### config.mk
export PLATFORM = sky130hd
export DESIGN_NAME = piso_serializer_flat
export DESIGN_NICKNAME = d
export VERILOG_FILES = /design/src/rtl/piso_serializer_if.sv /design/src/rtl/piso_serializer.sv /design/src/flat_wrapper.sv
export SDC_FILE = /design/constraint.sdc
export NUM_CORES = 1
export LEC_CHECK = 0
export ABC_CLOCK_PERIOD_IN_PS = 1800
export BUFFER_PORTS_ARGS = -buffer_cell sky130_fd_sc_hd__buf_4
export CAP_MARGIN = 5
export CORE_AREA = 2 2 39 41
export DETAILED_ROUTE_END_ITERATION = 7
export DIE_AREA = 0 0 41 43
export GPL_TIMING_DRIVEN = 0
export PLACE_DENSITY = 0.7
export SYNTH_ARGS = -nofsm -noshare
export SYNTH_HDL_FRONTEND = slang
export SYNTH_SLANG_ARGS = --single-unit
### constraint.sdc
create_clock -name clk -period 1.8 [get_ports clk]
set_clock_uncertainty 0.2 [all_clocks]
set_input_delay 0.36 -clock clk [delete_from_list [all_inputs] [get_ports clk]]
set_output_delay 0.36 -clock clk [all_outputs]
set_load 0.005 [all_outputs]
### src/rtl/piso_serializer_if.sv
// Parallel-word handshake and serial-side bus of the PISO serializer.
// Latency: n/a (signal bundle only).
// Backpressure: in_ready from the serializer throttles the word producer.
// Ports/modports:
//   slave  - serializer side: sinks in_data/in_valid, drives in_ready and the serial outputs
//   master - producer/observer side: drives in_data/in_valid, sees everything else
interface piso_serializer_if #(
    parameter int WIDTH = 4
);
    logic [WIDTH-1:0] in_data;
    logic             in_valid;
    logic             in_ready;
    logic             serial_out;
    logic             serial_valid;
    logic             frame_start;
    logic             word_done;
    logic             busy;

    modport slave (
        input  in_data,
        input  in_valid,
        output in_ready,
        output serial_out,
        output serial_valid,
        output frame_start,
        output word_done,
        output busy
    );

    modport master (
        output in_data,
        output in_valid,
        input  in_ready,
        input  serial_out,
        input  serial_valid,
        input  frame_start,
        input  word_done,
        input  busy
    );
endinterface

### src/rtl/piso_serializer.sv
// Parallel-in serial-out shifter with a one-word holding register for gapless streaming.
// Latency: word accepted at edge N -> first bit in cycle N+1, last bit in cycle N+WIDTH.
// Backpressure: in_ready drops while the holding register is full and during rst.
// Ports:
//   clk  - rising-edge clock
//   rst  - synchronous, active-high reset
//   bus  - piso_serializer_if.slave: word handshake in, serial bit + framing strobes out
module piso_serializer #(
    parameter int WIDTH     = 4,
    parameter bit MSB_FIRST = 1'b1
) (
    input  logic                  clk,
    input  logic                  rst,
    piso_serializer_if.slave      bus
);
    localparam int CW = $clog2(WIDTH);
    localparam logic [CW-1:0] LAST_BIT = CW'(WIDTH - 1);

    typedef enum logic {
        IDLE  = 1'b0,
        SHIFT = 1'b1
    } state_t;

    state_t           state;
    logic [WIDTH-1:0] shift_reg;
    logic [WIDTH-1:0] hold_reg;
    logic [CW-1:0]    bit_cnt;
    logic             hold_full;

    logic accept;
    logic cur_bit;
    logic shifting;

    assign bus.in_ready = !rst && !hold_full;
    assign accept       = bus.in_valid && bus.in_ready;

    // The output end of shift_reg depends on bit order; the shift below
    // always moves data toward that end.
    assign cur_bit  = MSB_FIRST ? shift_reg[WIDTH-1] : shift_reg[0];
    assign shifting = (state == SHIFT);

    // All serial-side outputs come from registered state only, so nothing on
    // in_* can reach the downstream SIPO combinationally.
    assign bus.serial_valid = shifting;
    assign bus.serial_out   = shifting && cur_bit;
    assign bus.frame_start  = shifting && (bit_cnt == '0);
    assign bus.word_done    = shifting && (bit_cnt == LAST_BIT);
    assign bus.busy         = shifting || hold_full;

    always_ff @(posedge clk) begin
        if (rst) begin
            state     <= IDLE;
            shift_reg <= '0;
            hold_reg  <= '0;
            bit_cnt   <= '0;
            hold_full <= 1'b0;
        end else begin
            case (state)
                IDLE: begin
                    if (accept) begin
                        shift_reg <= bus.in_data;
                        bit_cnt   <= '0;
                        state     <= SHIFT;
                    end
                end
                SHIFT: begin
                    if (bit_cnt != LAST_BIT) begin
                        if (MSB_FIRST) begin
                            shift_reg <= {shift_reg[WIDTH-2:0], 1'b0};
                        end else begin
                            shift_reg <= {1'b0, shift_reg[WIDTH-1:1]};
                        end
                        bit_cnt <= bit_cnt + CW'(1);
                        if (accept) begin
                            hold_reg  <= bus.in_data;
                            hold_full <= 1'b1;
                        end
                    end else if (hold_full) begin
                        // Held word takes over right after the last bit: no gap.
                        shift_reg <= hold_reg;
                        hold_full <= 1'b0;
                        bit_cnt   <= '0;
                    end else if (accept) begin
                        // Bypass: word arriving on the last-bit cycle with an
                        // empty holding register goes straight into shift_reg.
                        shift_reg <= bus.in_data;
                        bit_cnt   <= '0;
                    end else begin
                        state <= IDLE;
                    end
                end
                default: state <= IDLE;
            endcase
        end
    end
endmodule

### src/flat_wrapper.sv
// flat-port wrapper written by rule: the top's interface ports become plain ports
module piso_serializer_flat 
#(
    parameter int WIDTH     = 4,
    parameter bit MSB_FIRST = 1'b1
)
  (clk, rst, bus_in_data, bus_in_valid, bus_in_ready, bus_serial_out, bus_serial_valid, bus_frame_start, bus_word_done, bus_busy);
  piso_serializer_if #(.WIDTH(WIDTH)) bus_i ();
  input  logic clk;
  input  logic rst;
  input wire logic [$bits(bus_i.in_data)-1:0] bus_in_data;
  input wire logic [$bits(bus_i.in_valid)-1:0] bus_in_valid;
  output wire logic [$bits(bus_i.in_ready)-1:0] bus_in_ready;
  output wire logic [$bits(bus_i.serial_out)-1:0] bus_serial_out;
  output wire logic [$bits(bus_i.serial_valid)-1:0] bus_serial_valid;
  output wire logic [$bits(bus_i.frame_start)-1:0] bus_frame_start;
  output wire logic [$bits(bus_i.word_done)-1:0] bus_word_done;
  output wire logic [$bits(bus_i.busy)-1:0] bus_busy;
  assign bus_i.in_data = bus_in_data;
  assign bus_i.in_valid = bus_in_valid;
  assign bus_in_ready = bus_i.in_ready;
  assign bus_serial_out = bus_i.serial_out;
  assign bus_serial_valid = bus_i.serial_valid;
  assign bus_frame_start = bus_i.frame_start;
  assign bus_word_done = bus_i.word_done;
  assign bus_busy = bus_i.busy;
  piso_serializer #(.WIDTH(WIDTH), .MSB_FIRST(MSB_FIRST)) u_core (.clk(clk), .rst(rst), .bus(bus_i));
endmodule
Word-level counts from Yosys, hierarchy flattened
Index checks and enable logic that the tools add are counted.

cells by class
  bitwise operators = 1
  eq/ne operators = 3
  add/sub/neg operators = 1
  mux-type cells = 14
  reductions and logical operators = 11

operators with widths
  cell                                                   number
  2-to-1 mux 4 bit                                       3
  one-hot mux 4 bit (2 select lines)                     1
  2-to-1 mux 2 bit                                       3
  logical AND 1 bit                                      5
  2-to-1 mux 1 bit                                       5
  one-hot mux 2 bit (2 select lines)                     1
  AND reduction 3 bit                                    1
  adder 2 x 1 -> 2 bit, second input constant            1
  equality test 2 bit, second input constant             1
  zero test 1 bit                                        2
  zero test 2 bit                                        1
  inequality test 2 x 1 -> 1 bit, second input constant  1
  inequality test 2 bit, second input constant           1
  one-hot mux 1 bit (2 select lines)                     1
  AND reduction 2 bit                                    1
  logical OR 1 bit                                       1
  NOT 1 bit                                              1

storage, ports and cells
  bits of input ports = 7
  logic and storage cells = 35
  flip-flop bits (word level) = 12
  output and inout bits = 6

Logic depth before layout (Yosys ltp)
  depth in word-level cells = 7
  mapped depth = 4
  mapped depth without buffers = 4

Least setup slack after synthesis
No wires, ideal clock.

  kind = reg-to-reg
  start point = register u_core.bit_cnt[0]
  end point = register u_core.shift_reg[0]
  period minus slack after synthesis = 1.459 ns
  arrival = 1.173 ns
  setup time = 0.086 ns
  stages on the path, launching flop included = 5
  path buffers = 0
  path slack = 0.341 ns
  data required time = 1.514 ns
  cells stage by stage = dfxtp_1 -> ha_1 -> and2_1 -> a32oi_2 -> a221oi_2

between the ends
  word-level cells in the longest chain between the ends = 3

RTL lines
  what                                RTL line               source
  start: declaration                  piso_serializer.sv:27  logic [CW-1:0] bit_cnt;
  start signal: assignment            piso_serializer.sv:73  bit_cnt <= bit_cnt + CW'(1);
  inequality test 2 bit               piso_serializer.sv:67  if (bit_cnt != LAST_BIT) begin
  2-to-1 mux 4 bit                    piso_serializer.sv:67
  one-hot mux 4 bit (2 select lines)  piso_serializer.sv:58  case (state)
  end signal: assignment              piso_serializer.sv:61  shift_reg <= bus.in_data;
  end signal: assignment              piso_serializer.sv:69  shift_reg <= {shift_reg[WIDTH-2:0], 1'b0};
  end signal: assignment              piso_serializer.sv:71  shift_reg <= {1'b0, shift_reg[WIDTH-1:1]};
  end: declaration                    piso_serializer.sv:25  logic [WIDTH-1:0] shift_reg;

No other way between the ends.
A chain may end at the register's enable or synchronous reset.

Final worst setup path
  start point = register u_core.state, in the netlist u_core.bus.serial_valid
  end point = output bus_busy

between the ends
  word-level cells in the longest chain between the ends = 1

RTL lines
  what                      RTL line               source
  start: declaration        piso_serializer.sv:24  state_t state;
  start signal: assignment  piso_serializer.sv:52  state <= IDLE;
  start signal: assignment  piso_serializer.sv:63  state <= SHIFT;
  start signal: assignment  piso_serializer.sv:89  state <= IDLE;
  logical OR 1 bit          piso_serializer.sv:48  assign bus.busy = shifting || hold_full;
  end: declaration          flat_wrapper.sv:18     output wire logic [$bits(bus_i.busy)-1:0] bus_busy;

No other way between the ends.

==> report_table.html <==
<table>
<tr><th>Metric</th><th>Value</th></tr>
<tr><th colspan="2">Outcome</th></tr>
<tr><td>Status</td><td>finished clean</td></tr>
<tr><th colspan="2">Global routing</th></tr>
<tr><td>First-pass GRT wire length</td><td>2370 µm</td></tr>
<tr><td>Initial antenna violation count</td><td>0</td></tr>
<tr><td>Remaining global-route overflow</td><td>0</td></tr>
<tr><td>Overall fraction of global-route tracks in use</td><td>0.201</td></tr>
<tr><td>Via count of the first global-routing pass</td><td>546</td></tr>
<tr><td>Largest net degree at the start of global routing</td><td>11</td></tr>
<tr><th colspan="2">Run</th></tr>
<tr><td>Max capacitance violation total</td><td>0</td></tr>
<tr><th colspan="2">Detailed routing</th></tr>
<tr><td>Number of nets still failing antenna checks after routing</td><td>0</td></tr>
<tr><td>Detail-routed net length per standard cell</td><td>approximately 14 µm</td></tr>
<tr><td>Total iterations of the first detailed-routing run</td><td>6</td></tr>
<tr><td>Via density per instance</td><td>between 5 and 6</td></tr>
<tr><td>Post-detailed-route DRC marker count</td><td>0</td></tr>
<tr><td>DR iter-0 viols</td><td>28</td></tr>
<tr><td>Detailed Route WL</td><td>1410 µm</td></tr>
<tr><td>Routed via count</td><td>just under 600</td></tr>
<tr><th colspan="2">STA</th></tr>
<tr><td>Total count of hold-check failures in the final report</td><td>0</td></tr>
<tr><td>Final total negative setup slack</td><td>0 ps</td></tr>
<tr><td>Worst slew pin tran</td><td>462 ps</td></tr>
<tr><td>Final count of negative-setup-slack endpoints</td><td>0</td></tr>
<tr><td>Final min period</td><td>1740 ps</td></tr>
<tr><td>Unrepaired setup endpoints after global routing</td><td>no</td></tr>
<tr><td>Max-slew violation count</td><td>0</td></tr>
<tr><td>Worst slew margin relative to its limit</td><td>0.690</td></tr>
<tr><td>Ratio of final minimum period to clock period</td><td>0.964</td></tr>
<tr><td>Achievable Freq</td><td>around 580 MHz</td></tr>
<tr><th colspan="2">Critical path</th></tr>
<tr><td>Kind of capture point of the worst setup path</td><td>primary output</td></tr>
<tr><td>Cell family with the largest share of critical-path delay</td><td>flip-flops</td></tr>
<tr><td>CP Class</td><td>reg -&gt; out</td></tr>
<tr><td>Worst endpoint required time</td><td>approximately 1200 ps</td></tr>
<tr><td>Crit-path most repeated cell</td><td>sky130_fd_sc_hd__buf_4</td></tr>
<tr><td>Critical path startpoint category</td><td>register</td></tr>
<tr><td>Slowest stage cell, crit path</td><td>sky130_fd_sc_hd__dfxtp_1</td></tr>
<tr><td>Peak per-stage delay on the critical path</td><td>330 ps</td></tr>
<tr><td>Cell chain of the critical path</td><td>buf_4 &gt; or2_2 &gt; buf_4</td></tr>
<tr><td>Highest fanout seen on the critical path</td><td>10</td></tr>
<tr><td>Critical Path AT</td><td>1180 ps</td></tr>
<tr><td>Critical path buffer and inverter count</td><td>2</td></tr>
<tr><th colspan="2">Synth</th></tr>
<tr><td>Number of flip-flops and latches in the synthesized netlist</td><td>12</td></tr>
<tr><td>Synth Cell Area</td><td>621 µm²</td></tr>
<tr><td>Most frequent cell after synthesis</td><td>sky130_fd_sc_hd__dfxtp_1</td></tr>
<tr><td>Avg Cell Area, Syn</td><td>8.74 µm²</td></tr>
<tr><td>Cell accounting for the most synthesized area</td><td>sky130_fd_sc_hd__dfxtp_1</td></tr>
<tr><td>Combinational family with the most area after synthesis</td><td>simple AND/OR/NAND/NOR gates</td></tr>
<tr><td>Synth warn</td><td>0</td></tr>
<tr><td>Leading cell types by count after synthesis</td><td>12 x sky130_fd_sc_hd__dfxtp_1, 7 x sky130_fd_sc_hd__nand2_1, 6 x sky130_fd_sc_hd__a21oi_1</td></tr>
<tr><td>Post-Synthesis Cells</td><td>between 70 and 80</td></tr>
<tr><td>Top cells by area, synth</td><td>sky130_fd_sc_hd__dfxtp_1 39%, sky130_fd_sc_hd__a21oi_1 4.8%, sky130_fd_sc_hd__nand2_1 4.2%</td></tr>
<tr><td>Portion of synthesized cell area occupied by the leading cell type</td><td>0.387</td></tr>
<tr><td>Mux contribution to synthesized area</td><td>0</td></tr>
<tr><td>Top_reg_cell synth</td><td>sky130_fd_sc_hd__dfxtp_1</td></tr>
<tr><td>Compound-gate portion of the synthesized area</td><td>0.246</td></tr>
<tr><td>Sequential-to-total area share from yosys stat</td><td>0.387</td></tr>
<tr><td>Number of different library cells in the post-synthesis netlist</td><td>25</td></tr>
<tr><td>Adder and majority cell fraction of the synthesized area</td><td>0.0403</td></tr>
<tr><td>Synthesized netlist net count</td><td>80</td></tr>
<tr><td>Simple-gate portion of the synthesized area</td><td>0.254</td></tr>
<tr><td>Number of synthesized flops with an enable pin</td><td>0</td></tr>
<tr><td>Fraction of registers with async set or reset after synthesis</td><td>0</td></tr>
<tr><td>Post-synthesis xor/xnor area fraction</td><td>0</td></tr>
<tr><th colspan="2">Place</th></tr>
<tr><td>Placed instance area</td><td>731 µm²</td></tr>
<tr><td>Sum of net half-perimeters after detailed placement</td><td>997 µm</td></tr>
<tr><td>Post-placement cell count</td><td>99</td></tr>
<tr><td>Port Buffer Count</td><td>12</td></tr>
<tr><td>Routability-driven placement congestion ratio</td><td>0.700</td></tr>
<tr><th colspan="2">CTS</th></tr>
<tr><td>Gates resized, CTS repair</td><td>3</td></tr>
<tr><td>CTS Buf Count</td><td>3</td></tr>
<tr><td>Worst skew pair latency</td><td>approximately 270 ps</td></tr>
<tr><td>Number of hold buffers added after CTS</td><td>0</td></tr>
<tr><td>Setup bufs post-CTS</td><td>0</td></tr>
<tr><td>Worst-case clock buffer depth</td><td>2</td></tr>
<tr><td>Cell at the root of the clock tree</td><td>sky130_fd_sc_hd__clkbuf_4</td></tr>
<tr><td>Number of levels the H-tree was split into</td><td>1</td></tr>
<tr><td>CTS sink count</td><td>12</td></tr>
<tr><td>Clock tree from TritonCTS</td><td>yes</td></tr>
<tr><td>Clock transition time at the flip-flop clock pins of the worst setup and hold paths</td><td>about 80 ps</td></tr>
<tr><th colspan="2">Floorplanning</th></tr>
<tr><td>Die height</td><td>43 µm</td></tr>
<tr><td>Area of the core region</td><td>around 1400 µm²</td></tr>
<tr><td>Chip Width</td><td>41 µm</td></tr>
<tr><td>Count of pins on the block boundary</td><td>13</td></tr>
<tr><td>Overall die area</td><td>1760 µm²</td></tr>
<tr><td>Row count</td><td>14</td></tr>
<tr><td>Initial cell density of the core</td><td>0.448</td></tr>
<tr><th colspan="2">Layout</th></tr>
<tr><td>Finished Layout Cells</td><td>103</td></tr>
<tr><td>Net total in the final layout</td><td>97</td></tr>
<tr><td>Cell area after layout</td><td>787 µm²</td></tr>
<tr><td>Layout overhead on the synthesized area</td><td>26.8%</td></tr>
<tr><td>Ratio of cells with drive above 1 in the final layout</td><td>0.310</td></tr>
<tr><td>Total inserted antenna cells</td><td>0</td></tr>
<tr><td>Number of fillers in the final layout</td><td>approximately 130</td></tr>
<tr><th colspan="2">Power and ir drop</th></tr>
<tr><td>Flop pwr share</td><td>0.479</td></tr>
<tr><td>Power density over the cells</td><td>a little under 800 nW/µm²</td></tr>
<tr><td>Net switching power</td><td>0.156 mW</td></tr>
<tr><td>IR Drop Worst-Case VDD</td><td>0.431 mV</td></tr>
<tr><td>Switching portion of total power</td><td>0.258</td></tr>
<tr><td>Total power draw</td><td>a little over 0.6 mW</td></tr>
<tr><td>Static leakage power</td><td>0.319 nW</td></tr>
<tr><td>Internal Pwr Total</td><td>0.449 mW</td></tr>
<tr><td>Part of the total power dissipated in combinational logic</td><td>0.162</td></tr>
<tr><td>Share of power burned in the clock network</td><td>0.359</td></tr>
<tr><th colspan="2">Hold path</th></tr>
<tr><td>Min-Delay Path Class</td><td>in -&gt; reg</td></tr>
</table>
## tightest hold or removal path, delay by kind of cell
family | cells | cell delay (ps)
AOI/OAI and AO/OA | 1 | 50
and+or+nand+nor | 1 | 60
buffers and inverters | 1 | 120
## per-layer routing
metal,global-route usage,wire [µm]
met4,0.100,9
met5,0,0
met2,0.303,739
met3,0.0471,77
met1,0.256,581
## power groups by stage
stage / logic [mW] / clock network [mW] / registers, mW
6_report: 0.0982 / 0.217 / 0.290
5_1_grt: 0.110 / 0.232 / 0.292
4_1_cts: 0.0969 / 0.219 / 0.290
3_5_place_dp: 0.0967 / 0 / 0.295
3_3_place_gp: 0.0955 / 0 / 0.294
2_1_floorplan: 0.0582 / 0 / 0.293
## cell families after synthesis
group	count (synthesis)
buffers and inverters	9
adders and majority gates	2
AOI/OAI and AO/OA	22
DFF	12
and+or+nand+nor	26
## path summary, 6_finish.rpt
check	from	end	slack [ps]	cells past startpoint
worst max-delay path	u_core.bus.serial_valid	bus_busy	60	3
worst max register to register	u_core.hold_full	u_core.hold_reg[2]	280	4
worst min register to register	u_core.shift_reg[3]	u_core.shift_reg[3]	280	2
worst min-delay path	bus_in_data[0]	u_core.hold_reg[0]	160	3
## per-stage QoR
stage / setup slack, ps / util / hold slack (ps)
floorplan: 341 / - / 244
finish: 64.1 / 0.569 / 159
detailed placement: 157 / 0.528 / 265
global placement: 196 / 0.528 / 257
global route: 1.89 / 0.569 / 153
CTS: 38.2 / 0.564 / 155
## layout make-up
class / instances / area, µm² / area share
tap: 16 / 20.0 / 0.0254
inverter: 5 / 18.8 / 0.0238
multi-input combinational: 50 / 348 / 0.442
sequential: 12 / 245 / 0.312
buffer: 4 / 28.8 / 0.0366
timing repair buffer: 12 / 90.1 / 0.114
clock buffer: 4 / 36.3 / 0.0461
## placed cells by master (no fill, tap or decap)
| cell | synthesis | routed |
|---|---|---|
| sky130_fd_sc_hd__buf_4 | 0 | 13 |
| sky130_fd_sc_hd__dfxtp_1 | 12 | 10 |
| sky130_fd_sc_hd__nand2_1 | 7 | 7 |
| sky130_fd_sc_hd__a21oi_1 | 6 | 6 |
| sky130_fd_sc_hd__inv_1 | 5 | 5 |
| sky130_fd_sc_hd__o21ai_0 | 5 | 5 |
| sky130_fd_sc_hd__nand3_1 | 4 | 4 |
| sky130_fd_sc_hd__and2_1 | 3 | 3 |
| sky130_fd_sc_hd__nand4b_1 | 3 | 3 |
| sky130_fd_sc_hd__o211ai_1 | 3 | 3 |
| sky130_fd_sc_hd__a31oi_1 | 3 | 3 |
| sky130_fd_sc_hd__clkbuf_4 | 0 | 3 |
| sky130_fd_sc_hd__buf_2 | 3 | 2 |
| sky130_fd_sc_hd__nor3_1 | 2 | 2 |
| sky130_fd_sc_hd__a41o_1 | 2 | 2 |
| sky130_fd_sc_hd__buf_6 | 1 | 1 |
| sky130_fd_sc_hd__or2_2 | 1 | 1 |
| sky130_fd_sc_hd__nor2_1 | 1 | 1 |
| sky130_fd_sc_hd__o21ai_1 | 1 | 1 |
| sky130_fd_sc_hd__or3b_1 | 1 | 1 |
| sky130_fd_sc_hd__nor3b_4 | 1 | 1 |
| sky130_fd_sc_hd__nand2b_1 | 1 | 1 |
| sky130_fd_sc_hd__a32oi_2 | 1 | 1 |
| sky130_fd_sc_hd__a221oi_2 | 1 | 1 |
| sky130_fd_sc_hd__nor2b_1 | 1 | 1 |
| sky130_fd_sc_hd__and3_1 | 1 | 1 |
| sky130_fd_sc_hd__ha_1 | 2 | 1 |
| sky130_fd_sc_hd__ha_4 | 0 | 1 |
| sky130_fd_sc_hd__clkbuf_8 | 0 | 1 |
| sky130_fd_sc_hd__dfxtp_4 | 0 | 1 |
| sky130_fd_sc_hd__dfxtp_2 | 0 | 1 |
No activity file was read; power rests on OpenSTA's default activity.
